**src/rtl/csa_sbox_pkg.sv**
```systemverilog
// csa_sbox_pkg: default CSA S-box tables and lane default lookup
package csa_sbox_pkg;

    localparam int SBOX_N = 7;
    localparam int SBOX_DEPTH = 32;

    localparam int SBOX [SBOX_N][SBOX_DEPTH] = '{
        '{2,0,1,1,2,3,3,0, 3,2,2,0,1,1,0,3, 0,3,3,0,2,2,1,1, 2,2,0,3,1,1,3,0},
        '{3,1,0,2,2,3,3,0, 1,3,2,1,0,0,1,2, 3,1,0,3,3,2,0,2, 0,0,1,2,2,1,3,1},
        '{2,0,1,2,2,3,3,1, 1,1,0,3,3,0,2,0, 1,3,0,1,3,0,2,2, 2,0,1,2,0,3,3,1},
        '{3,1,2,3,0,2,1,2, 1,2,0,1,3,0,0,3, 1,0,3,1,2,3,0,3, 0,3,2,0,1,2,2,1},
        '{2,0,0,1,3,2,3,2, 0,1,3,3,1,0,2,1, 2,3,2,0,0,3,1,1, 1,0,3,2,3,1,0,2},
        '{0,1,2,3,1,2,2,0, 0,1,3,0,2,3,1,3, 2,3,0,2,3,0,1,1, 2,1,1,2,0,3,3,0},
        '{0,3,2,2,3,0,0,1, 3,0,1,3,1,2,2,1, 1,0,3,3,0,1,1,2, 2,3,1,0,2,3,0,2}
    };

    // entry a of the returned table sits in bits [2*a +: 2]; lane i uses S-box (i mod 7)+1
    function automatic logic [2*SBOX_DEPTH-1:0] sbox_default(input int lane);
        logic [2*SBOX_DEPTH-1:0] t;
        for (int a = 0; a < SBOX_DEPTH; a++)
            t[2*a +: 2] = 2'(SBOX[lane % SBOX_N][a]);
        return t;
    endfunction

endpackage

```
**src/rtl/csa_sbox_table.sv**
```systemverilog
// csa_sbox_table: one lane's writable lookup table with restore and async read
module csa_sbox_table
    import csa_sbox_pkg::*;
#(
    parameter int IN_W  = 5,
    parameter int OUT_W = 2,
    parameter int LANE  = 0
) (
    input  logic             clk,
    input  logic             rst,
    input  logic             restore,
    input  logic             we,
    input  logic [IN_W-1:0]  waddr,
    input  logic [OUT_W-1:0] wdata,
    input  logic [IN_W-1:0]  raddr,
    output logic [OUT_W-1:0] rdata
);

    localparam int DEPTH = 2**IN_W;

    // only the 32x2 geometry has CSA defaults; any other shape starts zeroed
    function automatic logic [DEPTH-1:0][OUT_W-1:0] init_tbl();
        logic [DEPTH-1:0][OUT_W-1:0] t;
        logic [2*SBOX_DEPTH-1:0] s;
        t = '0;
        s = sbox_default(LANE);
        if (IN_W == 5 && OUT_W == 2)
            for (int a = 0; a < SBOX_DEPTH; a++)
                t[a] = OUT_W'(s[2*a +: 2]);
        return t;
    endfunction

    localparam logic [DEPTH-1:0][OUT_W-1:0] DEF = init_tbl();

    logic [DEPTH-1:0][OUT_W-1:0] mem;

    // reset and restore reload defaults and win over a same-edge write
    always_ff @(posedge clk) begin
        if (rst || restore)
            mem <= DEF;
        else if (we)
            mem[waddr] <= wdata;
    end

    assign rdata = mem[raddr];

endmodule

```
**src/rtl/csa_sbox_engine.sv**
```systemverilog
// csa_sbox_engine: multi-lane CSA S-box lookup with a two-stage valid/ready pipeline
module csa_sbox_engine
    import csa_sbox_pkg::*;
#(
    parameter int LANES = 7,
    parameter int IN_W  = 5,
    parameter int OUT_W = 2
) (
    input  logic                                     clk,
    input  logic                                     rst,
    input  logic                                     in_valid,
    output logic                                     in_ready,
    input  logic [LANES*IN_W-1:0]                    in_data,
    output logic                                     out_valid,
    input  logic                                     out_ready,
    output logic [LANES*OUT_W-1:0]                   out_data,
    input  logic                                     cfg_we,
    input  logic [(LANES > 1 ? $clog2(LANES) : 1)-1:0] cfg_lane,
    input  logic [IN_W-1:0]                          cfg_addr,
    input  logic [OUT_W-1:0]                         cfg_wdata,
    input  logic                                     cfg_restore
);

    localparam int LW = LANES > 1 ? $clog2(LANES) : 1;

    logic                   s1_v;
    logic [LANES*IN_W-1:0]  s1_addr;
    logic [LANES*OUT_W-1:0] rd;
    logic                   s2_adv;
    logic                   s1_adv;

    assign s2_adv   = !out_valid || out_ready;
    assign s1_adv   = !s1_v || s2_adv;
    assign in_ready = s1_adv;

    // lane select compare drops writes to lanes that do not exist
    for (genvar i = 0; i < LANES; i++) begin : g_lane
        csa_sbox_table #(.IN_W(IN_W), .OUT_W(OUT_W), .LANE(i)) u_tbl (
            .clk     (clk),
            .rst     (rst),
            .restore (cfg_restore),
            .we      (cfg_we && cfg_lane == LW'(i)),
            .waddr   (cfg_addr),
            .wdata   (cfg_wdata),
            .raddr   (s1_addr[i*IN_W +: IN_W]),
            .rdata   (rd[i*OUT_W +: OUT_W])
        );
    end

    // S1 captures addresses, S2 captures the table read that sees pre-write contents
    always_ff @(posedge clk) begin
        if (rst) begin
            s1_v      <= 1'b0;
            s1_addr   <= '0;
            out_valid <= 1'b0;
            out_data  <= '0;
        end else begin
            if (s2_adv) begin
                out_valid <= s1_v;
                if (s1_v)
                    out_data <= rd;
            end
            if (s1_adv) begin
                s1_v <= in_valid;
                if (in_valid)
                    s1_addr <= in_data;
            end
        end
    end

endmodule

```
**config.mk**
```make
export PLATFORM = sky130hd
export DESIGN_NAME = csa_sbox_engine
export DESIGN_NICKNAME = d
export VERILOG_FILES = /design/src/rtl/csa_sbox_pkg.sv /design/src/rtl/csa_sbox_table.sv /design/src/rtl/csa_sbox_engine.sv
export SDC_FILE = /design/constraint.sdc
export NUM_CORES = 1
export LEC_CHECK = 0
export CAP_MARGIN = 20
export CORE_MARGIN = 2
export CORE_UTILIZATION = 40
export CTS_CLUSTER_SIZE = 20
export DETAILED_ROUTE_END_ITERATION = 12
export SLEW_MARGIN = 20
export SYNTH_ARGS = -nofsm -noshare
export SYNTH_HDL_FRONTEND = slang
export SYNTH_SLANG_ARGS = --single-unit
```
**constraint.sdc**
```tcl
create_clock -name clk -period 4.38 [get_ports clk]
set_clock_uncertainty 0.05 [all_clocks]
set_input_delay 0.876 -clock clk [delete_from_list [all_inputs] [get_ports clk]]
set_output_delay 0.876 -clock clk [all_outputs]
set_load 0.02 [all_outputs]
```
==> results.cfg, run 1 <==
[clock_tree]
post-cts-setup-buffers = 0
cts_sinks = 499
cts_buffers = 53
clkLatencyLatePin_ns = 0.61
clk_path_buf_depth = 3
htree_levels = 2
cts_tree = done
post_cts_resized = 0
cts.reportedPaths.clkPinSlew_ns = 0.06
cts-root-buf = clkbuf_16
postCtsHoldBufs = 0

[timing]
timing.fmax_ghz = 0.3066
relSlewSlack = 0.2780
setup_viol = 0
min_period_ns = 3.261
tightestPinTransition_ns = 1.083
slew_violations = 0
hold_violations = 0
hold_ws_ns = 0.4241
finalSetupTns_ns = 0
period_share = 0.7446
grt_setup_unrepaired = no

[critical_path]
cp_slowest_cell = clkdlybuf4s50_1
rrSetupSlack_ns = 1.60
reg2reg_from = s1_addr[15]
ff2ff_path_depth = 5
path_depth = 4
critical_path.endpoint = in_ready
path_common_cell = clkdlybuf4s50_1
cp.required_ns = 3.45
path_cells = clkdlybuf4s50_1 > nor2b_1 > nand2_1 > clkdlybuf4s50_1
cp-start-kind = input pin
worst-path-buf-inv = 2
startpoint = out_ready
critPathTopFamily = buffers and inverters
cpPeakStageDelay_ns = 0.57
crit_arrival_ns = 2.34
path_class = input pin to output port
r2r-end = out_data[6]
end_kind = output port
critPathMaxFanout = 4

[pwr]
peakVddDrop_v = 0.0002879
power_density_nw_per_um2 = 381.1
leakage_uw = 0.009242
power_uw = 9845

[grt]
antenna_found_initial = 7
grt.overflow.total = 0
grt_pass1_wl_um = 110800
grtUsageMet2 = 0.3955
grt_max_degree = 109
grt_pass1_vias = 19750
top_usage_layer = met2
grt_util_met3 = 0.03194
met1_usage = 0.3000
grt_usage = 0.2337

[status]
status = finished, final reports clean

[placement]
dp_hpwl_um = 45430
globalplace.congestion = 0.8701
dp_cells = 3492
io_buffers = 66

[worst_hold_path]
hp-class = register to register

[synthesis]
ys_seq_elements = 499
ys_seq_area_frac = 0.4315
synthesis.area_um2 = 23150
yosysUniqueCellTypes = 30
postSynthAreaPerCell_um2 = 8.103
yosysWarnings = 0
netlist_instances = 2857
syn_nets = 2908

[detailed_routing]
wl_per_cell_um = 19.89
num_vias = 20290
firstDrtPassIters = 5
ant_nets = 0
routed_via_density = 5.648
drt-initial-drc-count = 1654
wl_um = 71460
drc_errors = 0

[layout]
final_common_cell = dfxtp_1
area_growth_pct = 11.60
n_fill_cell = 5619
final_nets = 2834
drive_gt1_frac = 0.06272
final_cell_mix = 492 x dfxtp_1, 416 x nand2_1, 396 x nor2_1
finalNonFillerCells = 3593

[floorplan]
start_util = 0.4028
core_area_um2 = 57480
fp-row-count = 88
die_w_um = 244.6
io_pins = 67
dieArea_um2 = 59820
die_y_um = 244.6

[flow_run]
maxCapViolations = 0
==> power by group <==
group	total (uW)	switching, uW	internal (uW)	leakage (uW)
sequential	4660	88.7	4570	0.00404
clock	4460	1870	2590	0.000847
combinational	721	462	259	0.00436
==> worst min-delay path, stage by stage (launching register included) <==
cell,delay [ns]
dfxtp_1,0.32
mux2i_1,0.06
nand2_1,0.06
==> layout make-up <==
class                      instances  area, um2  area share
antenna                            6      15.01   0.0005811
sequential                       499       9998      0.3870
clock inverter                    13      122.6    0.004746
multi-input combinational       2103      11930      0.4618
tap                              765      957.2     0.03705
clock buffer                      81       1584     0.06131
timing repair buffer             126       1227     0.04751
==> logic make-up after synthesis <==
kind of cell,count (synthesis),synth area share
buffers and inverters,255,0.05491
flip-flops,499,0.4315
AO/OA/AOI/OAI,731,0.1762
multiplexers,366,0.1582
AND/OR/NAND/NOR,1006,0.1792
==> through the flow <==
stage | instance area (um2) | utilization | worst slack, ns
6_report | 25840 | 0.4495 | 1.119
5_1_grt | 25830 | 0.4494 | 1.015
4_1_cts | 25800 | 0.4490 | 1.109
3_5_place_dp | 24100 | 0.4193 | 0.9328
3_3_place_gp | 24040 | 0.4183 | 0.9689
2_1_floorplan | 23150 | - | 2.137
==> state kept, by name, indices dropped and copies added, names as in the netlist <==
register,flops
g_lane.u_tbl.mem,448
s1_addr,35
out_valid,1
out_data,14
s1_v,1
==> per-layer routing <==
layer,wire length (um),vias up
li1,-,9705
met1,31490,9857
met2,33390,587
met3,3757,143
met4,2817,2
met5,7,-
==> cells in the mapped netlist, drive strengths merged <==
master | instances | area (um2)
or4 | 14 | 105.1
and3b | 3 | 26.28
nor2b | 21 | 131.4
buf | 55 | 520.5
a211oi | 28 | 280.3
a21oi | 285 | 1426
clkbuf | 200 | 750.7
a22oi | 112 | 840.8
nand2 | 419 | 1573
and3 | 2 | 12.51
or3 | 1 | 6.260
nor3 | 2 | 10.01
dfxtp | 499 | 9990
o21ai | 306 | 1531
nand2b | 19 | 118.9
nor2 | 400 | 1504
and2 | 13 | 81.33
mux2i | 366 | 3664
or3b | 3 | 26.28
or2 | 6 | 37.54
nand3 | 103 | 515.5
==> worst min-delay path by stage <==
stage | startpoint | endpoint | slack, ns | depth (start not counted)
floorplan | g_lane[3].u_tbl.mem[24] | g_lane[3].u_tbl.mem[24] | 0.39 | 2
global placement | g_lane[5].u_tbl.mem[28] | g_lane[5].u_tbl.mem[28] | 0.40 | 2
detailed placement | g_lane[6].u_tbl.mem[29] | g_lane[6].u_tbl.mem[29] | 0.41 | 2
CTS | g_lane[2].u_tbl.mem[44] | g_lane[2].u_tbl.mem[44] | 0.42 | 2
global route | g_lane[2].u_tbl.mem[43] | g_lane[2].u_tbl.mem[43] | 0.44 | 2
finish | g_lane[5].u_tbl.mem[28] | g_lane[5].u_tbl.mem[28] | 0.42 | 2
Note: power is estimated with default switching activity, not from simulation.
==> run 2: changes to the inputs <==
- clock period: 4.38 -> 2.62 ns (I/O delays scaled with it)
==> results.cfg, run 2 (synthesis results as in run 1) <==
[clock_tree]
cts.reportedPaths.clkPinSlew_ns = 0.06
cts_tree = done
post-cts-setup-buffers = 0
cts_sinks = 499
htree_levels = 2
cts_buffers = 54
clkLatencyLatePin_ns = 0.61
clk_path_buf_depth = 3
cts-root-buf = clkbuf_16

[layout]
final_nets = 2899
area_growth_pct = 16.07
top_register = g_lane.u_tbl.mem
top_regs = g_lane.u_tbl.mem (448), s1_addr (35), out_data (14)
n_fill_cell = 5521
final_cell_mix = 492 x dfxtp_1, 418 x nand2_1, 396 x nor2_1
design_area_um2 = 26870
drive_gt1_frac = 0.08751
largest_reg_flops = 448
final_common_cell = dfxtp_1

[status]
status = finished, final reports clean

[grt]
top_usage_layer = met2
grt_max_degree = 83
grt_pass1_vias = 19880
grt_usage = 0.2359
met1_usage = 0.2999
grt_pass1_wl_um = 111600
grtUsageMet2 = 0.3903
antenna_found_initial = 2
grt.overflow.total = 0
grt_util_met3 = 0.03808

[detailed_routing]
drt-initial-drc-count = 1762
routed_via_density = 5.658
ant_nets = 0
drc_errors = 0
firstDrtPassIters = 6
wl_um = 71880
wl_per_cell_um = 19.65
num_vias = 20690

[floorplan]
fp-row-count = 88
core_area_um2 = 57480
die_y_um = 244.6
dieArea_um2 = 59820
io_pins = 67
start_util = 0.4028
die_w_um = 244.6

[pwr]
clkPwrFrac = 0.473
p_comb_frac = 0.080
p_seq_frac = 0.447
power_density_nw_per_um2 = 640.6
leakage_uw = 0.009767
p_int_uw = 13080
p_sw_uw = 4132
switching_share = 0.2400
peakVddDrop_v = 0.0004343

[worst_hold_path]
hp-start = cfg_wdata[1]
hp-class = input pin to register

[critical_path]
path_class = register to output port
cp.required_ns = 2.05
reg2reg_from = s1_addr[10]
cp-start-kind = register
critPathMaxFanout = 4
end_kind = output port
startpoint = out_valid
crit_arrival_ns = 1.88

[placement]
globalplace.congestion = 0.8450
dp_slack_ns = -0.01706
dp_hpwl_um = 47230
placed_area_um2 = 24960
io_buffers = 66

[timing]
grt_setup_unrepaired = no
relSlewSlack = 0.3598
period_share = 0.9367
min_period_ns = 2.454
finalSetupTns_ns = 0
hold_violations = 0
tightestPinTransition_ns = 0.9602
timing.fmax_ghz = 0.4075
finalWorstSetupSlack_ns = 0.1659
setup_viol = 0
slew_violations = 0

[flow_run]
maxCapViolations = 0
run 2: cell count changes in the layout (fill, tap and decap cells not counted), moves of 2 or more:
cell       change
bufinv_16      +4
nand2_2        -2
clkbuf_1       -8
clkbuf_8       +7
buf_12        +33
nand2_1        +2
buf_4         +34
buf_16         -2
diode_2        -5
run 2: final timing paths:
path | end | slack, ns | depth (start not counted)
hold / removal | g_lane[1].u_tbl.mem[15] | 0.33 | 3
setup / recovery | in_ready | 0.17 | 3
setup reg to reg | out_data[4] | 0.43 | 6
hold reg to reg | g_lane[5].u_tbl.mem[14] | 0.42 | 2
run 2: metrics by stage:
step             util  cells  total power [uW]  hold WS (ns)
6_report       0.4675   3657             17220        0.3330
5_1_grt        0.4675   3656             17740        0.3376
4_1_cts        0.4675   3656             17340        0.2933
3_5_place_dp   0.4343   3557              9238        0.4158
3_3_place_gp   0.4343   3557              9225        0.4061
2_1_floorplan       -   2857              8720        0.3908
run 2: layout make-up:
class	count	area, um2	area share
multi-input combinational	2103	11930	0.4439
clock inverter	19	257.7	0.009592
sequential	499	9998	0.3721
timing repair buffer	190	2077	0.07729
tap	765	957.2	0.03562
clock buffer	80	1650	0.06141
antenna	1	2.502	0.00009312
run 2: routing by layer:
layer  up-vias  wire [um]
met5         -         13
met4         2       3420
met3       150       4111
met2       644      33490
met1     10050      30840
li1       9847          -
run 2: power groups by stage:
stage,Combinational [uW],Clock [uW],Sequential [uW]
2_1_floorplan,857,0,7860
3_3_place_gp,1360,0,7870
3_5_place_dp,1370,0,7870
4_1_cts,1370,8260,7700
5_1_grt,1470,8570,7710
6_report,1380,8140,7700
run 2: worst max-delay path, cell delays in order (launching register included):
cell	delay (ns)
dfxtp_1	0.33
nor2b_2	0.25
nand2_1	0.13
clkdlybuf4s50_1	0.56
run 2: what timing repair did:
item	4_1_cts	5_1_grt
setup endpoints to repair	0	1
hold buffers	0	0
gates resized for setup	0	1
